===== src/rtl/avalon_test_mailbox.sv =====
// avalon_test_mailbox: Avalon-MM test mailbox between the bench and firmware.
// The bench loads N_ARGS argument words and pulses host_start. Firmware reads
// the arguments, posts RESULT and a verdict through CTRL, and drives the LEDs.
// The block raises rdy and counts the cycles spent in RUN.
//
// Optional feature macro: MAILBOX_WATCHDOG_EN
//   When defined, a run that lasts TIMEOUT_CYCLES cycles is ended by a
//   watchdog (TIMEOUT state). When undefined, timed_out is tied low.
//
// Word map: 0 CTRL/STATUS, 1 RESULT, 2 LED, 3 CYCLES, 4.. ARG[i] (read-only).
//
// state   | meaning
// --------+--------------------------------------------------------------
// IDLE    | out of reset, no run started yet
// RUN     | arguments latched, waiting for firmware to declare done
// DONE    | firmware posted its verdict, rdy high
// TIMEOUT | watchdog ended the run, rdy and timed_out high, pass low
module avalon_test_mailbox #(
    parameter int DATA_W         = 32,
    parameter int N_ARGS         = 4,
    parameter int ADDR_W         = 4,
    parameter int LED_W          = 8,
    parameter int TIMEOUT_CYCLES = 100000
) (
    input  logic                     clk,
    input  logic                     reset,
    input  logic [ADDR_W-1:0]        avs_address,
    input  logic                     avs_read,
    input  logic                     avs_write,
    input  logic [DATA_W-1:0]        avs_writedata,
    input  logic [DATA_W/8-1:0]      avs_byteenable,
    output logic [DATA_W-1:0]        avs_readdata,
    output logic                     avs_readdatavalid,
    output logic                     avs_waitrequest,
    input  logic [N_ARGS*DATA_W-1:0] host_args,
    input  logic                     host_start,
    output logic [LED_W-1:0]         LED,
    output logic                     rdy,
    output logic [DATA_W-1:0]        y,
    output logic                     pass,
    output logic                     timed_out,
    output logic [DATA_W-1:0]        cycles
);

    localparam int BE_W = DATA_W / 8;

`ifdef MAILBOX_WATCHDOG_EN
    typedef enum logic [1:0] {
        IDLE    = 2'd0,
        RUN     = 2'd1,
        DONE    = 2'd2,
        TIMEOUT = 2'd3
    } state_t;

    localparam logic [DATA_W-1:0] TIMEOUT_VAL = DATA_W'(TIMEOUT_CYCLES);
`else
    typedef enum logic [1:0] {
        IDLE = 2'd0,
        RUN  = 2'd1,
        DONE = 2'd2
    } state_t;

    // Watchdog limit has no function in this build.
    logic unused_timeout_cycles;
    assign unused_timeout_cycles = (TIMEOUT_CYCLES != 0);
`endif

    state_t             state;
    logic               wait_q;
    logic [DATA_W-1:0]  result_q;
    logic [LED_W-1:0]   led_q;
    logic [LED_W-1:0]   led_next;
    logic [DATA_W-1:0]  arg_q [N_ARGS];
    logic               rdy_q;
    logic               pass_q;
    logic               to_q;
    logic [DATA_W-1:0]  cycles_q;
    logic [DATA_W-1:0]  rd_word;
    logic [DATA_W-1:0]  status_word;
    logic               rd_acc;
    logic               wr_acc;
    logic               done_wr;
    logic               wdog_hit;

    // A transfer is only taken once the post-reset stall has been released.
    assign rd_acc  = avs_read  & ~wait_q;
    assign wr_acc  = avs_write & ~wait_q;
    assign done_wr = wr_acc && (avs_address == ADDR_W'(0)) &&
                     avs_byteenable[0] && avs_writedata[0];

`ifdef MAILBOX_WATCHDOG_EN
    assign wdog_hit = (state == RUN) && (cycles_q == TIMEOUT_VAL);
`else
    assign wdog_hit = 1'b0;
`endif

    function automatic logic [DATA_W-1:0] be_merge(
        input logic [DATA_W-1:0] old_val,
        input logic [DATA_W-1:0] wd,
        input logic [BE_W-1:0]   be
    );
        logic [DATA_W-1:0] r;
        r = old_val;
        for (int b = 0; b < BE_W; b++) begin
            if (be[b]) r[b*8 +: 8] = wd[b*8 +: 8];
        end
        return r;
    endfunction

    // Stall the bus from reset until the first clock edge after release.
    always_ff @(posedge clk or posedge reset) begin
        if (reset) wait_q <= 1'b1;
        else       wait_q <= 1'b0;
    end

    // Byte-lane merge for the LED register; only the low LED_W bits exist.
    always_comb begin
        led_next = led_q;
        for (int i = 0; i < LED_W; i++) begin
            if (avs_byteenable[i/8]) led_next[i] = avs_writedata[i];
        end
    end

    // Firmware-writable RESULT and LED registers; untouched by host_start.
    always_ff @(posedge clk or posedge reset) begin
        if (reset) begin
            result_q <= '0;
            led_q    <= '0;
        end else if (wr_acc) begin
            if (avs_address == ADDR_W'(1))
                result_q <= be_merge(result_q, avs_writedata, avs_byteenable);
            if (avs_address == ADDR_W'(2))
                led_q <= led_next;
        end
    end

    // Run sequencing: start latches arguments, done write or watchdog ends it.
    always_ff @(posedge clk or posedge reset) begin
        if (reset) begin
            state    <= IDLE;
            rdy_q    <= 1'b0;
            pass_q   <= 1'b0;
            to_q     <= 1'b0;
            cycles_q <= '0;
            for (int i = 0; i < N_ARGS; i++) arg_q[i] <= '0;
        end else if (host_start) begin
            // Start has priority over a done write arriving in the same cycle.
            state    <= RUN;
            rdy_q    <= 1'b0;
            pass_q   <= 1'b0;
            to_q     <= 1'b0;
            cycles_q <= '0;
            for (int i = 0; i < N_ARGS; i++)
                arg_q[i] <= host_args[i*DATA_W +: DATA_W];
        end else if (state == RUN) begin
            if (!wdog_hit && (cycles_q != '1))
                cycles_q <= cycles_q + 1'b1;
            if (done_wr) begin
                state  <= DONE;
                rdy_q  <= 1'b1;
                pass_q <= avs_writedata[1];
            end
`ifdef MAILBOX_WATCHDOG_EN
            else if (wdog_hit) begin
                state  <= TIMEOUT;
                rdy_q  <= 1'b1;
                pass_q <= 1'b0;
                to_q   <= 1'b1;
            end
`endif
        end
    end

    // STATUS word assembled from the live run flags.
    always_comb begin
        status_word       = '0;
        status_word[0]    = (state == RUN);
        status_word[1]    = rdy_q;
        status_word[2]    = pass_q;
        status_word[3]    = to_q;
        status_word[15:8] = 8'(N_ARGS);
    end

    // Read mux; unmapped words return zero.
    always_comb begin
        rd_word = '0;
        case (avs_address)
            ADDR_W'(0): rd_word = status_word;
            ADDR_W'(1): rd_word = result_q;
            ADDR_W'(2): rd_word = DATA_W'(led_q);
            ADDR_W'(3): rd_word = cycles_q;
            default:    rd_word = '0;
        endcase
        for (int i = 0; i < N_ARGS; i++) begin
            if (avs_address == ADDR_W'(4 + i)) rd_word = arg_q[i];
        end
    end

    // Registered read response: one-cycle latency, data zero when not valid.
    always_ff @(posedge clk or posedge reset) begin
        if (reset) begin
            avs_readdata      <= '0;
            avs_readdatavalid <= 1'b0;
        end else begin
            avs_readdatavalid <= rd_acc;
            avs_readdata      <= rd_acc ? rd_word : '0;
        end
    end

    assign avs_waitrequest = wait_q;
    assign LED             = led_q;
    assign y               = result_q;
    assign rdy             = rdy_q;
    assign pass            = pass_q;
    assign timed_out       = to_q;
    assign cycles          = cycles_q;

endmodule

===== config.mk =====
export PLATFORM = sky130hd
export DESIGN_NAME = avalon_test_mailbox
export DESIGN_NICKNAME = d
export VERILOG_FILES = /design/src/rtl/avalon_test_mailbox.sv
export SDC_FILE = /design/constraint.sdc
export NUM_CORES = 1
export LEC_CHECK = 0
export CAP_MARGIN = 20
export CORE_UTILIZATION = 53
export DETAILED_ROUTE_END_ITERATION = 7
export GPL_TIMING_DRIVEN = 1
export PLACE_DENSITY = 0.88
export SYNTH_ARGS = -nofsm -noshare
export SYNTH_HDL_FRONTEND = slang
export SYNTH_SLANG_ARGS = --single-unit

===== constraint.sdc =====
create_clock -name clk -period 16 [get_ports clk]
set_input_delay 2.4 -clock clk [delete_from_list [all_inputs] [get_ports clk]]
set_output_delay 2.4 -clock clk [all_outputs]
set_load 0.02 [all_outputs]

==> out/qor.yml <==
synth_top_family_by_area: "multiplexers"
die_area_um2: 20800
hold_depth: 1
combPwrFrac_pct: 15.2
vias_per_cell: 6.02
grt_max_degree: 115
track_usage_pct: 31.2
rsz0062_at_grt: "no"
hold_class: "flop to flop"
p_total_uw: 1450
synthCells: 903
clock_sinks: 237
place.gp.congestion: 0.887
postCtsSetupBuffers: 0
sw_frac_of_total_pct: 25.1
synth_area_um2: 10700
dp_hpwl_um: 22700
grt_pass1_wl_um: 49100
routed_wl_um: 32400
async_reset_ff_share_pct: 100
rrSetupSlack_ns: 13.40
synthMuxAreaShare_pct: 20.8
end_kind: "flop"
finalSetupViolCount: 0
timing.final.crit_share_pct: 30.8
final_max_slew_viol_count: 0
timing.slew.headroom_pct: 31.1
ctsHoldBuffers: 0
ir_drop_v: 0.0000661
status: "finished, final reports clean"
cts_buffers: 25
setup_tns_ns: 0
synth-simple-area-share_pct: 8.91
drc: 0
io-pin-count: 282
power.switching_uw: 365
worstMarginPinSlew_ns: 1.03
worst-path-max-fanout: 20
period_needed_ns: 4.93
cts_root_buf: "clkbuf_16"
rows: 51
max_freq_mhz: 203
hold_viol: 0
ys_warn_count: 0
synth_xor_area_share_pct: 0.409
path_clk_slew_ns: 0.06
cp-start-kind: "primary input"
maxCapViolCount: 0
dpl.cell_count: 1402
synth_seq_cells: 237
io_buffers: 280
drive_gt1_share_pct: 21.0
critPathKind: "primary input to flop"
grt_pass1_vias: 8919
die_w_um: 144
power_density_nw_per_um2: 100
crit_required_ns: 16.40
vias: 8711
clockBufferDepth: 3
ys.flop_type: "dfrtp_1"
avgRoutedWirePerCell_um: 22.3
core_um2: 19700
synth_edf_count: 0
pwr-share-seq_pct: 46.9
seq_area_frac_synth_pct: 55.4
cp.arrival_ns: 5.33
cts_resized: 0
r2r_cells: 5
cts_tree: "yes"
synth_area_per_cell_um2: 11.9
ys_types: 59
overflow: 0
initial_core_util_pct: 54.5
p_int_uw: 1090
synth_compound_area_share_pct: 11.8
diodes: 0
leakage_uw: 0.00594
drt_iter0_markers: 598
clkPwrFrac_pct: 37.8
skew_ns: 0.00786
layout.cells.non_filler: 1448
die_h_um: 144
synthAdderAreaFrac_pct: 0.117
first_pass_iters: 6
antenna_found_initial: 0
finalNetCount: 1340
area.growth.synth_to_final_pct: 35.7
detail-route-antenna-nets: 0
cts_max_level: 1
insertion_delay_ns: 0.52
state kept, by name (all words and copies together), names as in the netlist, 2 cells and up:
| name | count |
|---|---|
| LED | 8 |
| y | 32 |
| avs_readdata | 32 |
| state | 2 |
| cycles | 32 |
| arg_q | 128 |
per-stage QoR:
step | hold slack (ns) | cell area (µm²) | utilization, % | setup slack (ns)
finish | 0.501 | 14500 | 74.0 | 11.07
global route | 0.511 | 14500 | 74.0 | 10.90
CTS | 0.504 | 14500 | 73.7 | 10.52
detailed placement | 0.491 | 13700 | 69.7 | 10.01
global placement | 0.482 | 13700 | 69.7 | 10.13
floorplan | 0.475 | 10700 | - | 7.10
synth_stat cells (all sizes together) (3+ instances only):
master | instances | area [µm²]
a2111oi | 3 | 26.3
a211oi | 4 | 30.0
a21oi | 71 | 355
a221oi | 10 | 87.6
a22o | 4 | 35.0
a22oi | 14 | 105
a31oi | 17 | 106
and3 | 3 | 18.8
buf | 13 | 57.6
clkbuf | 42 | 158
dfrtp | 236 | 5910
inv | 15 | 56.3
mux2 | 183 | 2060
mux2i | 15 | 150
nand2 | 46 | 173
nand2b | 3 | 18.8
nand3 | 14 | 70.1
nand4 | 9 | 62.6
nor2 | 59 | 221
nor2b | 7 | 43.8
nor3 | 7 | 35.0
o21ai | 44 | 220
o221ai | 5 | 43.8
o22ai | 3 | 18.8
o2bb2ai | 13 | 114
o31ai | 6 | 45.0
or3 | 17 | 106
or4 | 6 | 48.8
xnor2 | 5 | 43.8
cells by family (layout without fill, tap and decap cells):
group | after synthesis | count (layout)
flops | 237 | 237
compound gates | 203 | 203
mux | 199 | 199
simple gates | 187 | 187
buf+inv | 70 | 349
xor+xnor | 5 | 5
fa+ha+maj | 1 | 1
other cells | 1 | 2
metal layers:
metal | up-vias | GRT usage, % | routed length (µm) | share of wire [%]
met4 | 0 | 12.4 | 1320 | 4.1
met1 | 4361 | 41.8 | 12700 | 39
met2 | 441 | 50.1 | 15500 | 48
met3 | 81 | 6.32 | 2760 | 8.5
li1 | 3828 | - | - | -
met5 | - | 0 | 0 | 0
worst paths after layout:
path,start,to
max,avs_address[2],y[31]$_DFFE_PP0P_
min,arg_q[7]$_DFFE_PP0P_,arg_q[7]$_DFFE_PP0P_
max reg2reg,cycles[8]$_DFFE_PP0P_,cycles[25]$_DFFE_PP0P_
min reg2reg,arg_q[7]$_DFFE_PP0P_,arg_q[7]$_DFFE_PP0P_
max in group asynchronous,reset,cycles[27]$_DFFE_PP0P_
min in group asynchronous,reset,arg_q[73]$_DFFE_PP0P_
layout by cell type (no fill, tap or decap), drive strengths merged, types with 6 or more instances in the layout:
cell / Yosys / layout
clkdlybuf4s50: 0 / 277
dfrtp: 236 / 236
mux2: 183 / 183
a21oi: 71 / 71
nor2: 59 / 59
nand2: 46 / 46
o21ai: 44 / 44
clkbuf: 42 / 37
or3: 17 / 17
a31oi: 17 / 17
inv: 15 / 16
mux2i: 15 / 15
nand3: 14 / 14
a22oi: 14 / 14
o2bb2ai: 13 / 13
buf: 13 / 13
a221oi: 10 / 10
nand4: 9 / 9
nor3: 7 / 7
nor2b: 7 / 7
o31ai: 6 / 6
or4: 6 / 6
final cells by class:
cell class / instances / area [µm²]
tap: 265 / 332
multi-input combinational: 597 / 4520
timing repair buffer: 290 / 2910
clock inverter: 7 / 41.3
inverter: 15 / 63.8
sequential: 237 / 5930
clock buffer: 37 / 741
fill: 1348 / 5110
worst max-delay path: stages:
cell             delay, ns
clkdlybuf4s50_1       0.76
or3b_2                0.76
nor4b_2               0.60
nand2_1               0.42
mux2_2                0.38
power groups by stage:
stage	combinational, µW	clock, µW	sequential [µW]
floorplan	95.5	0	701
global placement	212	0	689
detailed placement	218	0	692
CTS	220	557	682
global route	235	583	688
finish	221	550	683
Note: power is estimated with default switching activity, not from simulation.
